`config.mk`:
```
export PLATFORM = sky130hd
export DESIGN_NAME = reg_dump_reader
export DESIGN_NICKNAME = d
export VERILOG_FILES = /design/src/rtl/reg_dump_reader.sv
export SDC_FILE = /design/constraint.sdc
export NUM_CORES = 1
export LEC_CHECK = 0
export ABC_AREA = 1
export CORE_MARGIN = 5
export CORE_UTILIZATION = 42
export CTS_CLUSTER_SIZE = 40
export DETAILED_ROUTE_END_ITERATION = 16
export DONT_BUFFER_PORTS = 1
export PLACE_DENSITY_LB_ADDON = 0.1
export SLEW_MARGIN = 40
export SYNTH_ARGS = -nofsm -noshare
export SYNTH_HDL_FRONTEND = slang
export SYNTH_SLANG_ARGS = --single-unit
```
`constraint.sdc`:
```
create_clock -name CLK -period 2.35 [get_ports CLK]
set_clock_uncertainty 0.1 [all_clocks]
set_input_delay 0.235 -clock CLK [delete_from_list [all_inputs] [get_ports CLK]]
set_output_delay 0.235 -clock CLK [all_outputs]
set_load 0.01 [all_outputs]
```
`src/rtl/reg_dump_reader.sv`:
```
// -----------------------------------------------------------------------------
// reg_dump_reader
//
// Read-side companion to the processor register file. When START arrives it
// steps read port A1 through addresses FIRST_REG..LAST_REG. Each word is
// captured and offered as an (address, data) pair on a valid/ready stream.
// An XOR checksum of the accepted words is kept.
//
// The register-file read is combinational, so each word is captured in the
// cycle that presents its address (READ). It is then held in SEND until the
// sink accepts it. A word therefore reflects the register contents at its own
// READ cycle, even when the file is written while a dump is in progress.
//
// Ports
//   CLK         clock, rising edge
//   RESETn      synchronous active-low reset
//   START       one-cycle dump request, ignored while BUSY
//   RF_A        register-file read address (A1)
//   RF_RD       register-file read data (RD1), combinational from RF_A
//   DUMP_VALID  DUMP_ADDR/DUMP_DATA hold a word
//   DUMP_READY  sink accepts the word when DUMP_VALID is also high
//   DUMP_ADDR   register number of the current word
//   DUMP_DATA   captured register value
//   BUSY        high whenever not idle
//   DONE        one-cycle pulse after the last word is accepted
//   CHECKSUM    XOR of the words accepted in the current/most recent dump
// -----------------------------------------------------------------------------
module reg_dump_reader #(
  parameter int unsigned FIRST_REG = 0,
  parameter int unsigned LAST_REG  = 15
) (
  input  logic        CLK,
  input  logic        RESETn,
  input  logic        START,
  output logic [3:0]  RF_A,
  input  logic [31:0] RF_RD,
  output logic        DUMP_VALID,
  input  logic        DUMP_READY,
  output logic [3:0]  DUMP_ADDR,
  output logic [31:0] DUMP_DATA,
  output logic        BUSY,
  output logic        DONE,
  output logic [31:0] CHECKSUM
);

  // An illegal address range is rejected at elaboration time.
  if ((FIRST_REG > LAST_REG) || (LAST_REG > 15)) begin : g_bad_range
    $error("reg_dump_reader: need FIRST_REG <= LAST_REG <= 15");
  end

  localparam logic [3:0] FIRST_A = FIRST_REG[3:0];
  localparam logic [3:0] LAST_A  = LAST_REG[3:0];

  typedef enum logic [1:0] {
    IDLE,
    READ,
    SEND,
    FIN
  } state_t;

  state_t state;

  // The handshake completes at this edge. Only SEND can hold a valid word.
  logic accept;
  assign accept = DUMP_VALID && DUMP_READY;

  // All outputs are registered here. BUSY and DONE are tracked explicitly
  // and not decoded from the state, so no output glitches on a state change.
  // NOTE: sequential state uses non-blocking assignments only. Every register
  // then samples the values from before the edge, so RF_A, DUMP_ADDR and
  // CHECKSUM can be read and updated in the same cycle without ordering hazards.
  always_ff @(posedge CLK) begin
    if (!RESETn) begin
      state      <= IDLE;
      RF_A       <= FIRST_A;
      DUMP_VALID <= 1'b0;
      DUMP_ADDR  <= 4'd0;
      DUMP_DATA  <= 32'd0;
      BUSY       <= 1'b0;
      DONE       <= 1'b0;
      CHECKSUM   <= 32'd0;
    end else begin
      case (state)
        IDLE: begin
          if (START) begin
            RF_A     <= FIRST_A;
            CHECKSUM <= 32'd0;
            BUSY     <= 1'b1;
            state    <= READ;
          end
        end

        // RF_RD is sampled only here, which pins each word to this cycle.
        READ: begin
          DUMP_DATA  <= RF_RD;
          DUMP_ADDR  <= RF_A;
          DUMP_VALID <= 1'b1;
          state      <= SEND;
        end

        // Without a handshake, nothing changes and the word stays stable.
        SEND: begin
          if (accept) begin
            CHECKSUM   <= CHECKSUM ^ DUMP_DATA;
            DUMP_VALID <= 1'b0;
            if (RF_A == LAST_A) begin
              // Stop before incrementing, so LAST_REG=15 never wraps to 0.
              DONE  <= 1'b1;
              state <= FIN;
            end else begin
              RF_A  <= RF_A + 4'd1;
              state <= READ;
            end
          end
        end

        FIN: begin
          DONE  <= 1'b0;
          BUSY  <= 1'b0;
          state <= IDLE;
        end

        default: state <= IDLE;
      endcase
    end
  end

endmodule

```
# After elaboration in Yosys (flattened, before gate mapping)
# Index checks and enable logic that the tools add are counted.
totals:
  ff_bits: 77
  inputBits: 36
  out_inout_bits: 75
  wordCells: 48
op_classes:
  addsub: 1
  eq_ne: 8
  mux: 18
  n_bitwise: 1
  reduce_logical: 12
ops:
  columns: ["op", "count"]
  rows:
  - ["32-bit 2-to-1 mux", 2]
  - ["32-bit case mux with 2 select lines", 1]
  - ["32-bit bitwise XOR", 1]
  - ["4-bit 2-to-1 mux", 3]
  - ["2-bit inequality test, second input constant", 4]
  - ["2-bit case mux with 4 select lines", 1]
  - ["4-bit case mux with 2 select lines", 1]
  - ["2-bit nonzero test", 4]
  - ["2-bit 2-to-1 mux", 3]
  - ["1-bit case mux with 2 select lines", 3]
  - ["2-bit AND reduction", 3]
  - ["3-bit AND reduction", 2]
  - ["4-bit by 1-bit adder with 4-bit output, second input constant", 1]
  - ["2-bit equality test, second input constant", 2]
  - ["4-bit equality test, second input constant", 1]
  - ["1-bit 2-to-1 mux", 4]
  - ["4-bit AND reduction", 1]
  - ["2-bit by 1-bit equality test with 1-bit output, second input constant", 1]
  - ["2-bit zero test", 1]
  - ["1-bit logical AND", 1]

# Longest topological paths before layout
logic_depth:
  word_depth: 4
  depth_mapped: 10

# Worst setup path before layout
# Ideal clock, no wire load.
synth_timing:
  path_type: "register to register"
  start: "register RF_A[1]"
  end: "register RF_A[0]"
  setup_ns: 0.113
  t_arrival_ns: 1.168
  required_ns: 2.137
  path_slack_ns: 0.970
  stages_incl_launch_ff: 9
  path_buffers: 0
  path_cell_list: "dfxtp_1 ha_1 nand2_1 nor2_1 nand2_1 nand2_2 nand2_1 nand2_1 nor2_1"
synth_between:
  elab_chain_cells: 3
synth_rtl:
  columns: ["element", "line_no", "rtl"]
  rows:
  - ["from (decl)", "35", "output logic [3:0] RF_A,"]
  - ["from (signal assigned)", "111", "RF_A <= RF_A + 4'd1;"]
  - ["4-bit equality test", "106", "if (RF_A == LAST_A) begin"]
  - ["2-bit inequality test (no line)", null, null]
  - ["4-bit AND reduction (no line)", null, null]
# Every way passes these cells.
# A chain may end at the register's enable or synchronous reset.

# Worst setup path in the final report
layout_timing:
  start: "register state[1]"
  end: "register CHECKSUM[21]"
layout_between:
  elab_chain_cells: 3
  word_cells_on_any_way: 7
  cone_classes: "eq/ne (3); mux (1); reduce/logical (3)"
layout_rtl:
  columns: ["element", "line_no", "rtl"]
  rows:
  - ["from (decl)", "61", "state_t state;"]
  - ["from (signal assigned)", "74", "state <= IDLE;"]
  - ["from (signal assigned)", "89", "state <= READ;"]
  - ["from (signal assigned)", "98", "state <= SEND;"]
  - ["2-bit equality test / 2-bit zero test (equally long branches)", "83", "case (state)"]
  - ["2-bit inequality test (no line) / 2-bit nonzero test (equally long branches)", null, null]
  - ["3-bit AND reduction (no line)", null, null]
  - ["to (signal assigned)", "104", "CHECKSUM <= CHECKSUM ^ DUMP_DATA;"]
  - ["to (decl)", "43", "output logic [31:0] CHECKSUM"]
# Parallel ways exist; a longest one is shown, timed or not.

==> flow_summary.html <==
<table>
<tr><th>Metric</th><th>Value</th></tr>
<tr><th colspan="2">STA</th></tr>
<tr><td>Final total negative setup slack</td><td>0 ns</td></tr>
<tr><td>Setup repair after global routing missed its margin</td><td>false</td></tr>
<tr><td>Worst rel slew slack</td><td>0.568</td></tr>
<tr><td>Number of max-slew violations in the final report</td><td>0</td></tr>
<tr><td>Setup ws final</td><td>roughly 0.64 ns</td></tr>
<tr><td>Clock period minus final worst setup slack</td><td>1.71 ns</td></tr>
<tr><td>Final clock period utilization by the worst path</td><td>0.727</td></tr>
<tr><td>Transition time at the pin with the least slew margin</td><td>0.647 ns</td></tr>
<tr><td>Fmax</td><td>585 MHz</td></tr>
<tr><td>Final setup violating endpoints</td><td>0</td></tr>
<tr><td>Number of endpoints with negative hold slack in the final report</td><td>0</td></tr>
<tr><th colspan="2">Min path</th></tr>
<tr><td>Type of the tightest min-delay check</td><td>input port to register</td></tr>
<tr><td>Instance count along the most critical hold path</td><td>3</td></tr>
<tr><td>Hold EP</td><td>state[1]$_SDFFE_PN0P_</td></tr>
<tr><td>Startpoint of the most critical hold path</td><td>DUMP_READY</td></tr>
<tr><th colspan="2">Logic synthesis</th></tr>
<tr><td>Number of enable-type register cells in the synthesized netlist</td><td>0</td></tr>
<tr><td>Simple-gate share of the synthesized area</td><td>0.327</td></tr>
<tr><td>Area of the mapped netlist</td><td>3200 sq um</td></tr>
<tr><td>Post-synthesis mux area share</td><td>0</td></tr>
<tr><td>Synth async-reset ratio</td><td>0</td></tr>
<tr><td>Number of instances in the synthesized netlist</td><td>roughly 450</td></tr>
<tr><td>Count of distinct cell types in the synthesized netlist</td><td>24</td></tr>
<tr><td>Synth Area in XOR/XNOR</td><td>0</td></tr>
<tr><td>Number of warning messages in the yosys log</td><td>0</td></tr>
<tr><td>Syn nets</td><td>491</td></tr>
<tr><td>Main combinational cell family by area after synthesis</td><td>simple AND/OR/NAND/NOR gates</td></tr>
<tr><td>Share of synthesized cell area in full adder, half adder and majority cells</td><td>0.00392</td></tr>
<tr><td>Top_reg_cell synth</td><td>sky130_fd_sc_hd__dfxtp_1</td></tr>
<tr><td>Mean instance size in the synthesized netlist</td><td>7.04 sq um</td></tr>
<tr><td>Share of the synthesized area in compound gates (AO/OA/AOI/OAI)</td><td>0.137</td></tr>
<tr><td>Sequential cell area fraction in the yosys report</td><td>0.482</td></tr>
<tr><td>Count of state elements after synthesis</td><td>77</td></tr>
<tr><th colspan="2">Floorplan</th></tr>
<tr><td>Die area</td><td>~9500 sq um</td></tr>
<tr><td>X dimension of the die</td><td>~97 um</td></tr>
<tr><td>Number of top-level pins</td><td>111</td></tr>
<tr><td>Row cnt</td><td>31</td></tr>
<tr><td>Vertical die dimension</td><td>97.2 um</td></tr>
<tr><td>Core Footprint</td><td>7330 sq um</td></tr>
<tr><td>Initial cell density of the core</td><td>0.436</td></tr>
<tr><th colspan="2">Worst setup path</th></tr>
<tr><td>Critical path's largest stage delay</td><td>around 0.33 ns</td></tr>
<tr><td>Internal reg-to-reg setup slack</td><td>0.64 ns</td></tr>
<tr><td>Required time reported for the critical path endpoint</td><td>2.47 ns</td></tr>
<tr><td>Cell Chain, Critical Path</td><td>buf_4 &gt; nor2_1 &gt; nand2_1 &gt; nand2_4 &gt; buf_4 &gt; nand2_1 &gt; nand2_1 &gt; nor2_2</td></tr>
<tr><td>Critical Path Fanout Max</td><td>22</td></tr>
<tr><td>Setup crit end kind</td><td>register</td></tr>
<tr><td>Slowest cell on the critical path</td><td>sky130_fd_sc_hd__dfxtp_1</td></tr>
<tr><td>Worst r2r src</td><td>state[1]$_SDFFE_PN0P_</td></tr>
<tr><td>Worst setup path startpoint</td><td>state[1]$_SDFFE_PN0P_</td></tr>
<tr><td>Library cell appearing most often on the critical path</td><td>sky130_fd_sc_hd__nand2_1</td></tr>
<tr><td>Category of the worst setup path launch point</td><td>register</td></tr>
<tr><td>Endpoint of the worst register-to-register path</td><td>CHECKSUM[21]$_SDFFE_PN0P_</td></tr>
<tr><td>Worst R2R Path Depth</td><td>8</td></tr>
<tr><td>Worst path arrival time</td><td>between 1.5 and 2 ns</td></tr>
<tr><td>Category of the critical setup timing path</td><td>register to register</td></tr>
<tr><th colspan="2">Final layout</th></tr>
<tr><td>Final instance count without filler cells</td><td>581</td></tr>
<tr><td>Layout filler cell count</td><td>723</td></tr>
<tr><td>Area growth from synthesis to layout</td><td>17.5%</td></tr>
<tr><td>Antenna fix cells</td><td>0</td></tr>
<tr><td>Net count of the finished layout</td><td>slightly above 500</td></tr>
<tr><td>Fraction of final layout cells with drive strength greater than 1</td><td>0.0954</td></tr>
<tr><td>Fin util</td><td>0.512</td></tr>
<tr><th colspan="2">Run status</th></tr>
<tr><td>Result of the run</td><td>complete, no violations</td></tr>
<tr><th colspan="2">Clock network</th></tr>
<tr><td>CTS Root Buffer Type</td><td>sky130_fd_sc_hd__clkbuf_8</td></tr>
<tr><td>Number of buffers inserted by post-CTS setup repair</td><td>0</td></tr>
<tr><td>Total CTS buffers</td><td>9</td></tr>
<tr><td>Maximum clock path buffer count</td><td>2</td></tr>
<tr><td>Clock edge transition at the registers on the reported setup and hold paths</td><td>0.08 ns</td></tr>
<tr><td>Maximum level of the CTS H-tree</td><td>3</td></tr>
<tr><td>Number of resized instances in the post-cts repair step</td><td>0</td></tr>
<tr><td>Worst-Skew Late Latency</td><td>0.33 ns</td></tr>
<tr><td>Number of clock sinks</td><td>77</td></tr>
<tr><td>TritonCTS clock tree</td><td>yes</td></tr>
<tr><th colspan="2">Route</th></tr>
<tr><td>Drt wl/cell</td><td>14.1 um</td></tr>
<tr><td>Vias after detailed routing</td><td>~2900</td></tr>
<tr><td>Total DRC errors in the routed layout</td><td>0</td></tr>
<tr><td>Detailed-route vias per instance</td><td>4.93</td></tr>
<tr><td>Violation count after the first detailed-route iteration</td><td>99</td></tr>
<tr><td>Final antenna-violating net count</td><td>0</td></tr>
<tr><td>1st-pass router iterations</td><td>4</td></tr>
<tr><td>Total wirelength of the detailed-routed design</td><td>between 8 and 9 mm</td></tr>
<tr><th colspan="2">Placement</th></tr>
<tr><td>Dpl cells</td><td>533</td></tr>
<tr><td>Half-perimeter wire length of the detailed placement result</td><td>5.21 mm</td></tr>
<tr><td>Port bufs</td><td>0</td></tr>
<tr><td>Worst-case setup slack after placement</td><td>0.664 ns</td></tr>
<tr><td>Last weighted congestion value of the routability-driven placer</td><td>0.758</td></tr>
<tr><th colspan="2">Pwr</th></tr>
<tr><td>Pleak</td><td>1.54 nW</td></tr>
<tr><td>Worst IR Drop VDD</td><td>between 0.4 and 0.5 mV</td></tr>
<tr><td>Power density over the cells</td><td>slightly above 700 nW/um^2</td></tr>
<tr><td>Power after layout</td><td>0.00270 W</td></tr>
<tr><th colspan="2">GRT</th></tr>
<tr><td>Pin count of the biggest net entering global routing</td><td>75</td></tr>
<tr><td>Number of global-route vias before repair</td><td>around 2700</td></tr>
<tr><td>Initial antenna violation count</td><td>0</td></tr>
<tr><td>Global-route wire length before repair</td><td>13.7 mm</td></tr>
<tr><td>GRT overflow</td><td>0</td></tr>
<tr><td>Total GRT Usage</td><td>0.174</td></tr>
<tr><th colspan="2">Job</th></tr>
<tr><td>Max-cap viol count</td><td>0</td></tr>
</table>
critical path: cells and delay by family (launching register included):
family                 cells  cell delay (ns)
buffers and inverters      2             0.44
flip-flops                 1             0.33
AND/OR/NAND/NOR            6             0.72
logic make-up after synthesis:
| family | Yosys count |
|---|---|
| simple gates | 262 |
| compound gates | 80 |
| flops | 77 |
| fa+ha+maj | 1 |
| buf+inv | 34 |
flip-flops by register name, indices dropped and copies added, names as in the netlist:
register,flops
state,2
DUMP_ADDR,4
DONE,1
RF_A,4
BUSY,1
DUMP_VALID,1
DUMP_DATA,32
CHECKSUM,32
Yosys cell counts, types with 2 or more instances:
master,n,area share
sky130_fd_sc_hd__inv_2,3,0.0035
sky130_fd_sc_hd__dfxtp_1,77,0.48
sky130_fd_sc_hd__nand2_1,141,0.17
sky130_fd_sc_hd__clkbuf_1,14,0.016
sky130_fd_sc_hd__buf_1,2,0.0024
sky130_fd_sc_hd__nand2_4,2,0.0070
sky130_fd_sc_hd__a21oi_1,32,0.050
sky130_fd_sc_hd__inv_1,5,0.0059
sky130_fd_sc_hd__buf_2,6,0.0094
sky130_fd_sc_hd__nor2_2,10,0.020
sky130_fd_sc_hd__nor2_1,100,0.12
sky130_fd_sc_hd__o21ai_0,37,0.058
sky130_fd_sc_hd__nand3_1,5,0.0078
sky130_fd_sc_hd__a21oi_2,10,0.027
worst max path at each step:
stage | endpoint | slack (ns) | cells after the start
5_1_grt | CHECKSUM[22]$_SDFFE_PN0P_ | 0.44 | 8
3_3_place_gp | CHECKSUM[21]$_SDFFE_PN0P_ | 0.69 | 8
6_report | CHECKSUM[21]$_SDFFE_PN0P_ | 0.64 | 8
4_1_cts | CHECKSUM[21]$_SDFFE_PN0P_ | 0.63 | 8
2_1_floorplan | RF_A[0]$_SDFFE_PN0P_ | 0.97 | 8
3_5_place_dp | CHECKSUM[21]$_SDFFE_PN0P_ | 0.66 | 8
power by group:
group	leakage (nW)	internal, W	switching, W
sequential	0.628	0.00138	0.000124
clock	0.0723	0.000372	0.000454
combinational	0.839	0.000148	0.000221
per-stage QoR:
step | instance area, sq um | hold WS [ns]
floorplan | 3200 | 0.270
global placement | 3250 | 0.268
detailed placement | 3250 | 0.272
CTS | 3760 | 0.0393
global route | 3760 | 0.0620
finish | 3760 | 0.0622
per-layer routing:
metal | GRT usage | share of wire | up-vias
li1 | - | - | 1483
met1 | 0.199 | 0.43 | 1304
met2 | 0.296 | 0.49 | 71
met3 | 0.0804 | 0.072 | 4
met4 | 0.0437 | 0.0054 | 0
met5 | 0 | 0 | -
layout by cell type, fill, tap and decap left out, drive strengths merged:
master         n
dlygate4sd3   33
inv            8
clkbuf        12
a21oi         42
nand2        144
nor3           1
ha             1
nand3          5
nand4          1
clkinv         1
clkinvlp       1
dfxtp         77
buf            7
o21ai         37
a31oi          1
nor2         111
final cells by class:
cell class | instances | area [sq um] | share of cell area
Timing Repair Buffer | 40 | 415 | 0.111
Clock inverter | 2 | 12.5 | 0.00333
Inverter | 8 | 30.0 | 0.00799
Multi-Input combinational cell | 343 | 1500 | 0.399
Clock buffer | 12 | 135 | 0.0360
Sequential cell | 77 | 1540 | 0.410
Tap cell | 99 | 124 | 0.0330
repair_timing:
| action | in CTS | in global routing |
|---|---|---|
| setup endpoints to repair | 0 | 0 |
| hold endpoints to repair | 77 | 0 |
| hold buffers | 34 | 0 |
Power figures use the tool's default switching activity.
